**src/rtl/bus_if_px.sv**
```systemverilog
// bus_if_px: CPU access router between a local scratchpad (SPM) and an external bus,
// with posted writes, stall hold-off of read data and a bounded bus-ready timeout.
module bus_if_px #(
    parameter int DATA_W    = 32,
    parameter int ADDR_W    = 32,
    parameter int IDX_HI    = 29,
    parameter int IDX_LO    = 27,
    parameter int SPM_IDX   = 1,
    parameter int TMO_W     = 8,
    parameter int TMO_MAX   = 255,
    parameter int POSTED_WR = 1
) (
    input  logic              clk,
    input  logic              reset_,
    input  logic              stall,
    input  logic              flush,
    output logic              busy,
    output logic              err,
    input  logic [ADDR_W-1:0] addr,
    input  logic              as_,
    input  logic              rw,
    input  logic [DATA_W-1:0] wr_data,
    output logic [DATA_W-1:0] rd_data,
    input  logic [DATA_W-1:0] spm_rd_data,
    output logic [ADDR_W-1:0] spm_addr,
    output logic              spm_as_,
    output logic              spm_rw,
    output logic [DATA_W-1:0] spm_wr_data,
    input  logic [DATA_W-1:0] bus_rd_data,
    input  logic              bus_rdy_,
    input  logic              bus_grnt_,
    output logic              bus_req_,
    output logic [ADDR_W-1:0] bus_addr,
    output logic              bus_as_,
    output logic              bus_rw,
    output logic [DATA_W-1:0] bus_wr_data
);
    localparam int IDX_W = IDX_HI - IDX_LO + 1;

    typedef enum logic [1:0] {IDLE, REQ, ACCESS, STALL} state_t;

    state_t            state, state_nx;
    logic              p, cur_rw;
    logic [TMO_W-1:0]  cnt;
    logic [DATA_W-1:0] rd_buf;
    logic              valid, spm, posted, issue, done, tmo, fin;

    assign valid  = !as_ && !flush;
    assign spm    = addr[IDX_HI:IDX_LO] == IDX_W'(SPM_IDX);
    assign posted = (POSTED_WR != 0) && rw;
    assign issue  = state == IDLE && valid && !spm;
    assign done   = state == ACCESS && !bus_rdy_;
    assign tmo    = state == ACCESS && bus_rdy_ && cnt == TMO_W'(TMO_MAX);
    assign fin    = done || tmo;

    assign spm_addr    = addr;
    assign spm_rw      = rw;
    assign spm_wr_data = wr_data;

    always_ff @(posedge clk or negedge reset_) begin
        if (!reset_) state <= IDLE;
        else         state <= state_nx;
    end

    always_comb begin
        state_nx = state;
        case (state)
            IDLE:    if (issue) state_nx = REQ;
            REQ:     if (!bus_grnt_) state_nx = ACCESS;
            ACCESS:  if (fin) state_nx = (!p && stall) ? STALL : IDLE;
            default: if (!stall) state_nx = IDLE;
        endcase
    end

    // A posted write frees the pipeline; it only holds again if a new access arrives.
    always_comb begin
        spm_as_ = !(state == IDLE && valid && spm && !stall);
        rd_data = (!spm_as_ && !rw)              ? spm_rd_data :
                  (done && !cur_rw)              ? bus_rd_data :
                  (state == STALL && !cur_rw)    ? rd_buf      : '0;
        busy    = (state == IDLE)                    ? issue && !posted :
                  (state == REQ || state == ACCESS)  ? !fin && (!p || valid) : 1'b0;
        err     = tmo;
    end

    always_ff @(posedge clk or negedge reset_) begin
        if (!reset_) begin
            p           <= 1'b0;
            cur_rw      <= 1'b0;
            cnt         <= '0;
            rd_buf      <= '0;
            bus_req_    <= 1'b1;
            bus_as_     <= 1'b1;
            bus_rw      <= 1'b0;
            bus_addr    <= '0;
            bus_wr_data <= '0;
        end else begin
            if (issue) begin
                bus_req_    <= 1'b0;
                bus_addr    <= addr;
                bus_rw      <= rw;
                bus_wr_data <= wr_data;
                cur_rw      <= rw;
                p           <= posted;
            end
            if (state == REQ && !bus_grnt_) begin
                bus_as_ <= 1'b0;
                cnt     <= '0;
            end
            if (state == ACCESS) bus_as_ <= 1'b1;
            if (state == ACCESS && bus_rdy_ && !tmo) cnt <= cnt + 1'b1;
            if (fin) begin
                bus_req_    <= 1'b1;
                bus_addr    <= '0;
                bus_rw      <= 1'b0;
                bus_wr_data <= '0;
                p           <= 1'b0;
                if (!cur_rw) rd_buf <= done ? bus_rd_data : '0;
            end
        end
    end
endmodule
```
**config.mk**
```make
export PLATFORM = sky130hd
export DESIGN_NAME = bus_if_px
export DESIGN_NICKNAME = d
export VERILOG_FILES = /design/src/rtl/bus_if_px.sv
export SDC_FILE = /design/constraint.sdc
export NUM_CORES = 1
export LEC_CHECK = 0
export ABC_AREA = 1
export BUFFER_PORTS_ARGS = -buffer_cell sky130_fd_sc_hd__clkbuf_2
export CAP_MARGIN = 30
export CORE_ASPECT_RATIO = 0.6
export CORE_MARGIN = 4
export CORE_UTILIZATION = 30
export DETAILED_ROUTE_END_ITERATION = 10
export GPL_TIMING_DRIVEN = 0
export SYNTH_ARGS = -nofsm -noshare
export SYNTH_HDL_FRONTEND = slang
export SYNTH_SLANG_ARGS = --single-unit
```
**constraint.sdc**
```tcl
create_clock -name clk -period 2.3 [get_ports clk]
set_input_delay 0.46 -clock clk [delete_from_list [all_inputs] [get_ports clk]]
set_output_delay 0.46 -clock clk [all_outputs]
set_load 0.02 [all_outputs]
```
==> results of run 1 <==
[through the flow]
stage               instances  worst slack, ns  hold slack, ns  area [sq um]  utilization
finish                   1386          -0.1263          0.1558          8811       0.4606
global route             1386          -0.2175          0.2279          8811       0.4606
CTS                      1372          -0.1688          0.2787          8452       0.4419
detailed placement       1350          -0.1634          0.4593          7737       0.4045
global placement         1350          -0.9049          0.4545          7729       0.4040
floorplan                 782           0.2646          0.1644          5884            -
[final timing paths]
path / start / end / depth (start not counted)
worst min-delay path: reset_ / rd_buf[23] / 2
worst max register to register: state[1] / bus_addr[9] / 10
worst max-delay path: state[0] / rd_data[15] / 9
min in group clk: bus_rd_data[12] / rd_buf[12] / 3
worst min register to register: rd_buf[23] / rd_buf[23] / 2
max in group asynchronous: reset_ / rd_buf[7] / 2
[critical path: cells and delay by family, from the launching register on]
kind | cells | cell delay (ns)
fa+ha+maj | 1 | 0.16
buf+inv | 4 | 0.61
flops | 1 | 0.41
simple gates | 4 | 0.44
[cell usage in the layout (no fill, tap or decap), types with 4 or more instances in the layout]
cell,Yosys,layout
clkbuf_1,14,6
nand2_4,0,4
nand4_1,4,4
buf_2,14,7
nor2_1,9,8
clkbuf_16,0,11
clkbuf_8,0,23
buf_6,0,13
nand2_1,355,337
inv_1,24,21
o21ai_0,7,7
buf_4,78,96
nand3_2,1,13
inv_2,2,5
nand3_1,79,66
buf_8,0,13
dfrtp_1,108,108
nand2_2,3,17
a21oi_1,67,67
clkbuf_2,0,268
[cell families (layout without fill, tap and decap cells)]
kind of cell / Yosys count / count (layout) / share of synthesized area
AOI/OAI and AO/OA: 77 / 77 / 0.06655
adders and majority gates: 5 / 5 / 0.01063
DFF: 110 / 110 / 0.4682
buffers and inverters: 133 / 471 / 0.1376
and+or+nand+nor: 457 / 457 / 0.3170
[repair_timing]
item | in CTS | in global routing
pin swaps | 18 | 22
hold endpoints to repair | 0 | 0
hold buffers | 0 | 0
buffers inserted | 7 | 12
gates resized for setup | 102 | 67
cloned | 0 | 2
endpoints found under the setup margin | 34 | 34
[final cells by class]
class | instances | area [sq um] | area share
clock buffers | 10 | 239.0 | 0.02712
plain buffers | 105 | 817.0 | 0.09273
inverters | 26 | 97.59 | 0.01108
flip-flops and latches | 110 | 2755 | 0.3127
repair buffers | 324 | 2028 | 0.2302
clock inverters | 6 | 45.04 | 0.005112
multi-input cells | 539 | 2496 | 0.2833
well taps | 266 | 332.8 | 0.03777
[sequential cells by signal, summed over array words and instances, names as in the netlist]
register and count:
bus_req_ 1, cnt 8, rd_buf 32, bus_wr_data 32
bus_as_ 1, bus_addr 32, p 1, state 2
cur_rw 1
[power by group]
group          internal (mW)  total (mW)  switching (mW)  leakage [nW]
clock network          0.775        1.53           0.755         0.143
registers               2.72        3.15           0.431          1.42
logic                   1.47        3.76            2.29          3.40
[routing by layer]
metal  wire, microns  track usage  vias to the layer above  share of wire
met5              11            0                        -        0.00055
met4             162      0.02960                        2         0.0081
met3            1363      0.04570                       16          0.069
met2            9020       0.2709                      205           0.45
met1            9325       0.2357                     2897           0.47
li1                -            -                     3070              -
==> results by group, run 1 <==
Synthesis
  • Syn Std Cell Area: 0.005884 sq mm
  • Cells after synthesis: 782
  • Seq/Total Area, Yosys: 0.4682
  • Post-synth EDFFs: 0
  • Dominant cell type by area after synthesis: dfrtp_1
  • Synth top area cells: dfrtp_1 (46%), nand2_1 (23%), buf_4 (10%)
  • Avg Inst Size Synth: 7.525 sq um
  • Warnings from Yosys: 0
  • Share of the synthesized area in the top cell type: 0.4593
  • Synth Net Count: 923
  • Post-synth ARST share: 1.000
  • Top-count cell post-synth: nand2_1
  • Post-synth top flop: dfrtp_1
  • List of most frequent post-synthesis cells: nand2_1 (355), dfrtp_1 (108), nand3_1 (79)
  • Cell variety after synth: 25
  • Seq cells post-synth: 110

Global routing
  • Remaining global-route overflow: 0
  • GRT Util Overall: 0.1691
  • Initial antenna violation count: 1
  • Vias in the first global route: 5895
  • First-pass GRT wire length: 30320 microns
  • Largest net degree at the start of global routing: 111

Setup path
  • Slowest stage delay, CP: 0.41 ns
  • CP Cell Sequence: inv_2, ha_4, nand3_4, nor3_4, buf_6, clkbuf_16, nand3_1, nand2_1, clkbuf_8
  • R2R setup slack: 0.31 ns
  • Crit Path Class: flop to primary output
  • Setup crit end kind: primary output
  • Slowest CP cell: dfrtp_1
  • Arr. time, crit path: 1.97 ns
  • Required time of the critical path: 1.84 ns
  • Startpoint types: flop
  • CP max FO: 6

Place
  • Final GP Congestion: 0.7920
  • HPWL after DPL: 15070 microns
  • Number of I/O port buffers: 302

STA
  • Clock period minus worst slack: 2.426 ns
  • Finish-stage setup viols: 30
  • FMAX: 412.1 MHz
  • Unrepaired setup endpoints after global routing: yes
  • Fin Setup TNS: -2.601 ns
  • Final Hold Viols: 0
  • Period utilisation layout: 1.055
  • Final Slew Violations: 0
  • Slew @ Worst Pin: 0.7970 ns
  • Setup Skew: 0.01021 ns
  • Final WS setup: -0.1263 ns
  • Slew margin rel.: 0.4686

Floorplanning
  • Die Ht: 116.5 microns
  • Die area: 0.02199 sq mm
  • Rows: 39
  • # IOs: 303
  • Initial Utilization: 0.3076
  • Die Span X: 188.8 microns
  • Core Region: 0.01913 sq mm

Min path
  • Worst hold-check path type: input pin to async pin

Power and ir drop
  • Total power draw: 8.441 mW
  • Power per cell area: 958.0 mW/mm^2
  • Max VDD drop: 386.5 uV
  • P_leak: 4.963 nW

Cells and area
  • Fill count: 1969
  • P&R area growth vs syn: 49.73%
  • Final net count: 1256
  • Layout cells sized above 1: 0.4357
  • N_diodes: 0

Route
  • Drt total wl: 19880 microns
  • Wire length per cell: 14.35 microns
  • DRC: 0
  • Vias per inst: 4.466
  • Post-detailed-route count of antenna-violating nets: 0
  • Vias: 6190
  • First-pass detailed-route iteration total: 4
  • DR iter-0 viols: 262

Clocking
  • Clock sinks: 110
  • CTS Buf Count: 9
  • Clock root buffer: clkbuf_16
  • Clock buffer depth: 2
  • H-Tree Level Count: 3
  • Worst-path clk slew: 0.07 ns
  • Worst-Skew Late Latency: 0.35 ns
  • CTS tree: yes

Run
  • Number of max-cap violations: 0

Outcome
  • Status: complete, but fails checks
  • Failing checks: negative setup slack
No activity file was read; power rests on OpenSTA's default activity.
==> run 2: changes to the inputs <==
==> constraint.sdc (replaced) <==
create_clock -name clk -period 2.1 [get_ports clk]
set_input_delay 0.42 -clock clk [delete_from_list [all_inputs] [get_ports clk]]
set_output_delay 0.42 -clock clk [all_outputs]
set_load 0.02 [all_outputs]
==> run 2 against run 1 <==
- clock skew fell by 0.00084 ns
- highest routed layer unchanged
- the flow still finishes with violations (negative setup slack)
- final area fell by 0.37%
- die area did not move
==> results by group, run 2 (synthesis gave the netlist of run 1 again) <==
STA
  • Slew margin rel.: 0.5081
  • FMAX: 419.5 MHz
  • Clock period minus worst slack: 2.384 ns
  • Fin Setup TNS: -7.717 ns
  • Finish-stage setup viols: 34
  • Final Hold Viols: 0
  • Final Slew Violations: 0
  • Period utilisation layout: 1.135
  • Final WS setup: -0.2836 ns
  • Unrepaired setup endpoints after global routing: yes
  • Slew @ Worst Pin: 0.7379 ns
  • Setup Skew: 0.009372 ns

Setup path
  • Slowest CP cell: dfrtp_1
  • Crit. Startpoint: state[0]
  • Arr. time, crit path: 1.96 ns
  • Setup crit end kind: primary output
  • CP Buf/Inv Count: 4
  • CP max FO: 6
  • R2R setup slack: 0.26 ns
  • Crit Path Class: flop to primary output
  • Worst r2r src: state[0]
  • Required time of the critical path: 1.68 ns
  • Family with the most delay on the worst path: buffers and inverters
  • Worst Reg-to-Reg Cells: 9
  • Slowest stage delay, CP: 0.41 ns
  • FF-to-FF End: bus_addr[21]
  • Crit path to: rd_data[7]
  • CP Cell Sequence: inv_2, ha_4, nand3_4, nor3_4, buf_6, clkbuf_16, nand3_1, nand2_1, clkbuf_8
  • WP depth: 9
  • Startpoint types: flop

Power and ir drop
  • P_leak: 4.938 nW
  • Clock share of power: 0.182
  • Power per cell area: 1048 mW/mm^2
  • P_int: 5.392 mW
  • Sw Share: 0.4139
  • Max VDD drop: 423.2 uV
  • Total power draw: 9.200 mW
  • Combinational share of power: 0.443
  • Switch Pwr: 3.807 mW
  • Sequential power share: 0.375

Run
  • Number of max-cap violations: 0

Cells and area
  • P&R area growth vs syn: 49.18%
  • N_diodes: 0
  • Fill count: 1980
  • Commonest cells after routing, fill and taps aside: nand2_1 (337), clkbuf_2 (267), dfrtp_1 (108), buf_4 (95), a21oi_1 (67)
  • Layout cells sized above 1: 0.4332
  • Final cell count without fillers: 1381
  • Largest registers: bus_addr: 32 flops, bus_wr_data: 32 flops, rd_buf: 32 flops
  • Commonest non-fill, non-tap cell in the layout: nand2_1
  • Final net count: 1251

Place
  • Cell count after placement: 1350
  • HPWL after DPL: 15070 microns
  • Final GP Congestion: 0.7920
  • Place WS: -0.3234 ns
  • Number of I/O port buffers: 302

Floorplanning
  • Die Span X: 188.8 microns
  • Die area: 0.02199 sq mm
  • Rows: 39
  • Initial Utilization: 0.3076
  • Core Region: 0.01913 sq mm
  • # IOs: 303
  • Die Ht: 116.5 microns

Route
  • DRC: 0
  • Vias: 6195
  • Post-detailed-route count of antenna-violating nets: 0
  • DR iter-0 viols: 319
  • First-pass detailed-route iteration total: 4
  • Drt total wl: 19830 microns
  • Vias per inst: 4.486
  • Wire length per cell: 14.36 microns

Clocking
  • Worst-Skew Late Latency: 0.35 ns
  • CTS Buf Count: 9
  • Hold Buf Count CTS: 0
  • Clock root buffer: clkbuf_16
  • Worst-path clk slew: 0.07 ns
  • Clock buffer depth: 2
  • Clock sinks: 110
  • H-Tree Level Count: 3
  • CTS tree: yes

Global routing
  • Vias in the first global route: 5888
  • First-pass GRT wire length: 30400 microns
  • Remaining global-route overflow: 0
  • GRT Util Overall: 0.1697
  • Largest net degree at the start of global routing: 111
  • Initial antenna violation count: 1

Outcome
  • Status: complete, but fails checks
  • Failing checks: negative setup slack

Min path
  • Worst hold-check path type: input pin to async pin
run 2: what timing repair did:
item	CTS	global route
gates cloned	0	3
pin swaps	18	22
endpoints found under the setup margin	34	35
gates resized for setup	106	71
setup buffers	7	5
run 2: area by class of cell:
class	count	area, sq um	area share
Sequential cell	110	2755	0.3139
Multi-Input combinational cell	539	2500	0.2848
Timing Repair Buffer	318	1981	0.2256
Buffer	106	825.8	0.09407
Tap cell	266	332.8	0.03791
Clock buffer	10	239.0	0.02722
Inverter	26	100.1	0.01140
Clock inverter	6	45.04	0.005131
run 2: through the flow:
step                cell area, sq um    util  hold slack (ns)
finish                          8778  0.4589           0.1130
global route                    8778  0.4589           0.1879
global placement                7729  0.4040           0.4545
floorplan                       5884       -           0.1244
detailed placement              7737  0.4045           0.4593
CTS                             8471  0.4428           0.2387
run 2: routing by layer:
| metal | up-vias | share of wire | GRT usage |
|---|---|---|---|
| met5 | - | 0.00055 | 0 |
| met4 | 2 | 0.010 | 0.02766 |
| met3 | 21 | 0.068 | 0.04570 |
| met2 | 202 | 0.45 | 0.2711 |
| met1 | 2906 | 0.47 | 0.2380 |
| li1 | 3064 | - | - |
run 2: worst min-delay path by stage:
stage | start | cells after the start | endpoint | slack (ns)
2_1_floorplan | reset_ | 0 | bus_addr[0] | 0.12
3_3_place_gp | rd_buf[20] | 2 | rd_buf[20] | 0.45
3_5_place_dp | rd_buf[0] | 2 | rd_buf[0] | 0.46
4_1_cts | reset_ | 1 | bus_wr_data[9] | 0.24
5_1_grt | reset_ | 2 | bus_wr_data[7] | 0.19
6_report | reset_ | 2 | rd_buf[23] | 0.11
run 2: worst register-to-register path, cell delays in order (launching register included):
cell and delay (ns):
dfrtp_1 0.41, inv_2 0.12, ha_4 0.17, inv_1 0.09
nor2_4 0.15, nand2_4 0.17, inv_2 0.22, buf_4 0.23
nand2_1 0.07, a21oi_1 0.13
run 2: power by group through the flow:
stage | combinational, mW | clock [mW] | sequential, mW
global route | 4.49 | 1.82 | 3.56
finish | 4.07 | 1.68 | 3.45
detailed placement | 3.76 | 0 | 3.48
global placement | 3.71 | 0 | 3.45
floorplan | 1.69 | 0 | 4.09
CTS | 3.99 | 1.74 | 3.45
